File: config.mk
export PLATFORM = sky130hd
export DESIGN_NAME = dmem_arbiter
export DESIGN_NICKNAME = d
export VERILOG_FILES = /design/src/rtl/dmem_arb_pkg.sv /design/src/rtl/rr_pick2.sv /design/src/rtl/dmem_arbiter.sv
export SDC_FILE = /design/constraint.sdc
export NUM_CORES = 1
export LEC_CHECK = 0
export ABC_AREA = 1
export CAP_MARGIN = 20
export CORE_UTILIZATION = 45
export CTS_BUF_LIST = sky130_fd_sc_hd__clkbuf_8
export CTS_CLUSTER_SIZE = 14
export DETAILED_ROUTE_END_ITERATION = 6
export PLACE_DENSITY = 0.84
export SKIP_LAST_GASP = 1
export SLEW_MARGIN = 20
export SYNTH_ARGS = -nofsm -noshare
export SYNTH_HDL_FRONTEND = slang
export SYNTH_SLANG_ARGS = --single-unit
File: constraint.sdc
create_clock -name clock -period 13.3 [get_ports clock]
set_input_delay 2.66 -clock clock [delete_from_list [all_inputs] [get_ports clock]]
set_output_delay 2.66 -clock clock [all_outputs]
set_load 0.02 [all_outputs]
File: src/rtl/dmem_arb_pkg.sv
// Shared types and constants for the two-requester data-memory arbiter.
package dmem_arb_pkg;

    typedef enum logic [1:0] {
        IDLE  = 2'd0,
        ISSUE = 2'd1,
        WAIT  = 2'd2
    } state_t;

    typedef enum logic {
        OWN_A = 1'b0,
        OWN_B = 1'b1
    } owner_t;

    // Consecutive grants a locking owner may take before it is forced to yield.
    localparam int LOCK_MAX   = 8;

    // Supported memory read latency, in clock cycles.
    localparam int RD_LAT_MIN = 1;
    localparam int RD_LAT_MAX = 3;

endpackage

File: src/rtl/rr_pick2.sv
// Two-way round-robin picker: on a tie, the requester not served last wins.
module rr_pick2
    import dmem_arb_pkg::*;
(
    input  logic   req_a,
    input  logic   req_b,
    input  owner_t last,
    output logic   win_valid,
    output owner_t win
);

    // Single requester wins outright; a tie goes to whoever was not served last.
    always_comb begin
        win_valid = req_a | req_b;
        win       = OWN_A;
        if (req_a && req_b)
            win = (last == OWN_A) ? OWN_B : OWN_A;
        else if (req_b)
            win = OWN_B;
    end

endmodule

File: src/rtl/dmem_arbiter.sv
// Arbiter sharing one data-memory port between requester A (CPU) and B.
// Optional feature: define DMEM_ARB_LOCK_EN to add a_lock/b_lock, letting the
// current owner keep the port for up to LOCK_MAX consecutive grants.
module dmem_arbiter
    import dmem_arb_pkg::*;
#(
    parameter int AW     = 32,
    parameter int DW     = 32,
    parameter int RD_LAT = 1
) (
    input  logic          clock,
    input  logic          clr,
    input  logic          a_req,
    input  logic          a_we,
    input  logic [AW-1:0] a_addr,
    input  logic [DW-1:0] a_wdata,
    input  logic          b_req,
    input  logic          b_we,
    input  logic [AW-1:0] b_addr,
    input  logic [DW-1:0] b_wdata,
`ifdef DMEM_ARB_LOCK_EN
    input  logic          a_lock,
    input  logic          b_lock,
`endif
    output logic          a_gnt,
    output logic          b_gnt,
    output logic          a_rvalid,
    output logic          b_rvalid,
    output logic [DW-1:0] a_rdata,
    output logic [DW-1:0] b_rdata,
    output logic [AW-1:0] m_addr,
    output logic [DW-1:0] m_datain,
    output logic          m_we,
    input  logic [DW-1:0] m_dataout
);

    // Out-of-range latencies are clamped so the wait counter stays 2 bits wide.
    localparam int LAT = (RD_LAT < RD_LAT_MIN) ? RD_LAT_MIN :
                         (RD_LAT > RD_LAT_MAX) ? RD_LAT_MAX : RD_LAT;
    localparam logic [1:0] LAT_LAST = 2'(LAT - 1);

    state_t        state, state_nxt;
    owner_t        owner;          // current owner, doubles as last-served pointer
    owner_t        pick_win;
    owner_t        sel_own;
    logic          pick_valid;
    logic          capture;
    logic          rd_done;
    logic          cap_we;
    logic [AW-1:0] cap_addr;
    logic [DW-1:0] cap_wdata;
    logic [1:0]    wait_cnt;

    rr_pick2 u_pick (
        .req_a     (a_req),
        .req_b     (b_req),
        .last      (owner),
        .win_valid (pick_valid),
        .win       (pick_win)
    );

`ifdef DMEM_ARB_LOCK_EN
    logic [3:0] cons_cnt;   // consecutive captures by the same owner, saturating
    logic       lock_hold;  // owner finished while locked and still requesting
    logic       xact_done;
    logic       own_lock;
    logic       own_req;

    // A held lock overrides round-robin only while the owner is still asking.
    always_comb begin
        own_lock  = (owner == OWN_A) ? a_lock : b_lock;
        own_req   = (owner == OWN_A) ? a_req  : b_req;
        xact_done = ((state == ISSUE) && cap_we) || rd_done;
        sel_own   = (lock_hold && own_req) ? owner : pick_win;
    end

    // Track consecutive grants and latch the lock decision at transaction end.
    always_ff @(posedge clock or posedge clr) begin
        if (clr) begin
            cons_cnt  <= 4'd0;
            lock_hold <= 1'b0;
        end else begin
            if (capture) begin
                if (sel_own != owner)
                    cons_cnt <= 4'd1;
                else if (cons_cnt < 4'(LOCK_MAX))
                    cons_cnt <= cons_cnt + 4'd1;
            end
            if (xact_done)
                lock_hold <= own_lock && own_req && (cons_cnt < 4'(LOCK_MAX));
            else if (capture)
                lock_hold <= 1'b0;
        end
    end
`else
    assign sel_own = pick_win;
`endif

    // State register.
    always_ff @(posedge clock or posedge clr) begin
        if (clr)
            state <= IDLE;
        else
            state <= state_nxt;
    end

    // Next-state and per-state strobes; memory write and grants only in ISSUE.
    always_comb begin
        state_nxt = state;
        capture   = 1'b0;
        rd_done   = 1'b0;
        a_gnt     = 1'b0;
        b_gnt     = 1'b0;
        m_we      = 1'b0;
        case (state)
            IDLE: begin
                if (pick_valid) begin
                    capture   = 1'b1;
                    state_nxt = ISSUE;
                end
            end
            ISSUE: begin
                m_we      = cap_we;
                a_gnt     = (owner == OWN_A);
                b_gnt     = (owner == OWN_B);
                state_nxt = cap_we ? IDLE : WAIT;
            end
            WAIT: begin
                if (wait_cnt == LAT_LAST) begin
                    rd_done   = 1'b1;
                    state_nxt = IDLE;
                end
            end
            default: state_nxt = IDLE;
        endcase
    end

    // Capture the winner's operands, count read latency, return read data.
    always_ff @(posedge clock or posedge clr) begin
        if (clr) begin
            owner     <= OWN_B;
            cap_we    <= 1'b0;
            cap_addr  <= '0;
            cap_wdata <= '0;
            wait_cnt  <= 2'd0;
            a_rdata   <= '0;
            b_rdata   <= '0;
            a_rvalid  <= 1'b0;
            b_rvalid  <= 1'b0;
        end else begin
            a_rvalid <= 1'b0;
            b_rvalid <= 1'b0;
            if (capture) begin
                owner     <= sel_own;
                cap_we    <= (sel_own == OWN_A) ? a_we    : b_we;
                cap_addr  <= (sel_own == OWN_A) ? a_addr  : b_addr;
                cap_wdata <= (sel_own == OWN_A) ? a_wdata : b_wdata;
                wait_cnt  <= 2'd0;
            end else if (state == WAIT) begin
                wait_cnt <= wait_cnt + 2'd1;
            end
            if (rd_done) begin
                if (owner == OWN_A) begin
                    a_rdata  <= m_dataout;
                    a_rvalid <= 1'b1;
                end else begin
                    b_rdata  <= m_dataout;
                    b_rvalid <= 1'b1;
                end
            end
        end
    end

    // Captured operands stay on the memory port until the next capture.
    assign m_addr   = cap_addr;
    assign m_datain = cap_wdata;

endmodule

==> summary.txt <==
Outcome
  – Status: finished, final reports clean

Yosys
  – Synth Area in XOR/XNOR: 0%
  – Synth Area in Adders: 0.1881%
  – Post-synthesis instance total: 879
  – Main combinational cell family by area after synthesis: simple AND/OR/NAND/NOR gates
  – Register area share after synthesis: 51.19%
  – Number of synthesized register bits: 136
  – Post-synthesis mux area share: 0%
  – Synthesized area: 6650 µm²
  – Post-synthesis area per instance: 7.566 µm²
  – Simple-gate portion of the synthesized area: 35.28%
  – Syn nets: 1046
  – Post-synthesis cell type count: 18
  – Synth Area in Compound Gates: 0.3010%
  – YS warnings: 0

Global routing
  – Vias in the first global route: 6239
  – Initial antenna violation count: 0
  – Gr ovfl total: 0
  – First-pass GRT wire length: 30790 µm
  – Gr usage total: 26.46%
  – Largest net degree at the start of global routing: 78

Power
  – PnR Total Power: 2.337 mW
  – VDD IR max: 95.35 µV
  – Pwr per Cell Area: 232.3 nW/µm²
  – Leak: 5.216 nW

Floorplanning
  – Die area: 15270 µm²
  – Die height: 123.6 µm
  – Initial core utilization: 45.93%
  – Num rows: 44
  – Core Footprint: 14480 µm²
  – Die Width: 123.6 µm
  – I/O Pins: 299

Worst hold path
  – Worst hold start: a_rdata[14]$_DFFE_PP0P_
  – HP Class: flop to flop

STA
  – Fin crit share: 40.89%
  – Slew HR: 34.39%
  – Fin worst setup slack: 7.862 ns
  – Final min period: 5.438 ns
  – Setup violators final: 0
  – Endpoints failing hold: 0
  – Setup TNS: 0 ns
  – RSZ-0062 raised after global routing: false
  – Final Skew: 0.01045 ns
  – Max Clk Rate: 0.1839 GHz
  – Worst slew pin tran: 0.9842 ns
  – Pins over their slew limit: 0

Route
  – Routed wl met2: 9729 µm
  – Antenna-violating nets left: 0
  – DR WL met3: 1784 µm
  – WL/cell: 14.83 µm
  – Drt drc: 0
  – Top sig layer: met4
  – Initial DRC count: 506
  – Drt first pass iters: 5
  – DR vias/cell: 5.034
  – Via count: 6750
  – Met1 WL: 7846 µm
  – Total wire length: 19880 µm

Final layout
  – Area grow syn2layout: 51.33%
  – Fraction of layout cells with a size suffix above 1: 4.322%
  – Multi-input logic area: 2406 µm²
  – # diodes: 0
  – Sequential cell area: 3405 µm²
  – Net count, final: 1311
  – Fillers: 1163

Worst setup path
  – Startpoint Class: flop
  – Worst Setup End Kind: output pin
  – Launching point of the worst reg2reg path: owner$_DFFE_PP1P_
  – Start point of the critical path: owner$_DFFE_PP1P_
  – Worst-path maximum fanout: 37
  – Critical path required time: 10.64 ns
  – Setup Crit Path Kind: flop to output pin
  – CP Data Arrival Time: 2.78 ns

CTS
  – Clock transition at the registers of the reported paths: 0.07 ns
  – Root Driver: clkbuf_8
  – CTS Hold Bufs: 0
  – Postcts setup bufs: 0
  – Clock insertion delay at the later pin of the skew report: 0.44 ns
  – CTS Buffer Depth: 2
  – CTS resizes: 0
  – Cts bufs inserted: 17
  – CTS tree: yes
  – CTS sink cnt: 136
  – CTS HTree Levels: 4

Place
  – Final RePlAce weighted congestion: 0.7933
  – Place WS: 8.343 ns
  – IO buf count: 298
  – Hpwl dp: 13270 µm

Flow run
  – Max_cap viols: 0
logic make-up after synthesis:
| logic type | Yosys count |
|---|---|
| buffers and inverters | 202 |
| DFF | 136 |
| AOI/OAI and AO/OA | 3 |
| and+or+nand+nor | 537 |
| adders and majority gates | 1 |
worst max-delay path, stage by stage (launching register included):
cell             delay (ns)
dfstp_2                1.01
inv_2                  0.47
nor2_1                 0.21
clkdlybuf4s50_1        0.63
cells in the final DEF (no fill, tap or decap), types with 2 or more instances in the layout:
master           Yosys  final
clkdlybuf4s50_1      0    297
nand4_1             64     64
inv_6                0      2
inv_1              139    140
bufinv_16            0      4
clkinv_2             0      2
nor2_4               0      2
nand2_1            332    330
clkinvlp_4           0      3
buf_4                9     10
nand2_2              0      2
nand3_1            134    134
nor2_1               6      5
dfrtp_1            135    135
clkbuf_8             0     19
metal layers:
metal / track usage [%] / vias up
met5: 0 / -
li1: - / 3261
met3: 8.856 / 38
met1: 32.15 / 3158
met2: 43.09 / 293
met4: 10.69 / 0
cells in the mapped netlist:
library cell / number / area, µm²
nor2_1: 6 / 22.52
o21ai_1: 1 / 5.000
nor2_2: 1 / 6.260
dfrtp_1: 135 / 3378
inv_1: 139 / 521.8
inv_2: 1 / 3.750
nand2_1: 332 / 1246
buf_6: 5 / 56.30
nand4_1: 64 / 400.4
o22ai_1: 1 / 6.260
clkbuf_1: 11 / 41.29
nand3_1: 134 / 670.6
dfstp_2: 1 / 26.28
o21ai_2: 1 / 8.760
buf_2: 30 / 150.1
buf_1: 7 / 26.28
ha_1: 1 / 12.51
buf_4: 9 / 67.56
registers in the layout (all words and copies together) (netlist names):
name and count:
b_rdata 32, m_addr 32, state 2, wait_cnt 2, a_rdata 32, m_datain 32, b_rvalid 1, cap_we 1
a_rvalid 1, owner 1
final timing paths:
| kind | endpoint | slack (ns) | cells past startpoint |
|---|---|---|---|
| worst max register to register | m_datain[25]$_DFFE_PP0P_ | 10.70 | 7 |
| worst min-delay path | a_rdata[14]$_DFFE_PP0P_ | 0.47 | 2 |
| worst max-delay path | b_gnt | 7.86 | 3 |
| max in group asynchronous | m_datain[29]$_DFFE_PP0P_ | 9.27 | 3 |
| worst min register to register | a_rdata[14]$_DFFE_PP0P_ | 0.47 | 2 |
| min in group asynchronous | b_rdata[16]$_DFFE_PP0P_ | 2.65 | 2 |
metrics by stage:
| step | hold slack (ns) | cell area (µm²) | std cells | utilization (%) |
|---|---|---|---|---|
| floorplan | 0.4655 | 6650 | 879 | - |
| global placement | 0.4522 | 9624 | 1309 | 66.47 |
| detailed placement | 0.4576 | 9624 | 1309 | 66.47 |
| CTS | 0.4749 | 10060 | 1341 | 69.50 |
| global route | 0.4932 | 10060 | 1341 | 69.50 |
| finish | 0.4717 | 10060 | 1341 | 69.50 |
area by class of cell:
class	count	area share [%]
sequential	136	33.83
timing repair buffer	308	30.34
multi-input combinational	541	23.91
inverter	140	5.272
clock buffer	19	2.599
tap	184	2.288
clock inverter	13	1.766
power by group:
part	switching (mW)	internal (mW)	leakage, nW
registers	0.131	0.623	1.65
logic	0.694	0.514	3.35
clock network	0.163	0.213	0.221
Power figures use the tool's default switching activity.
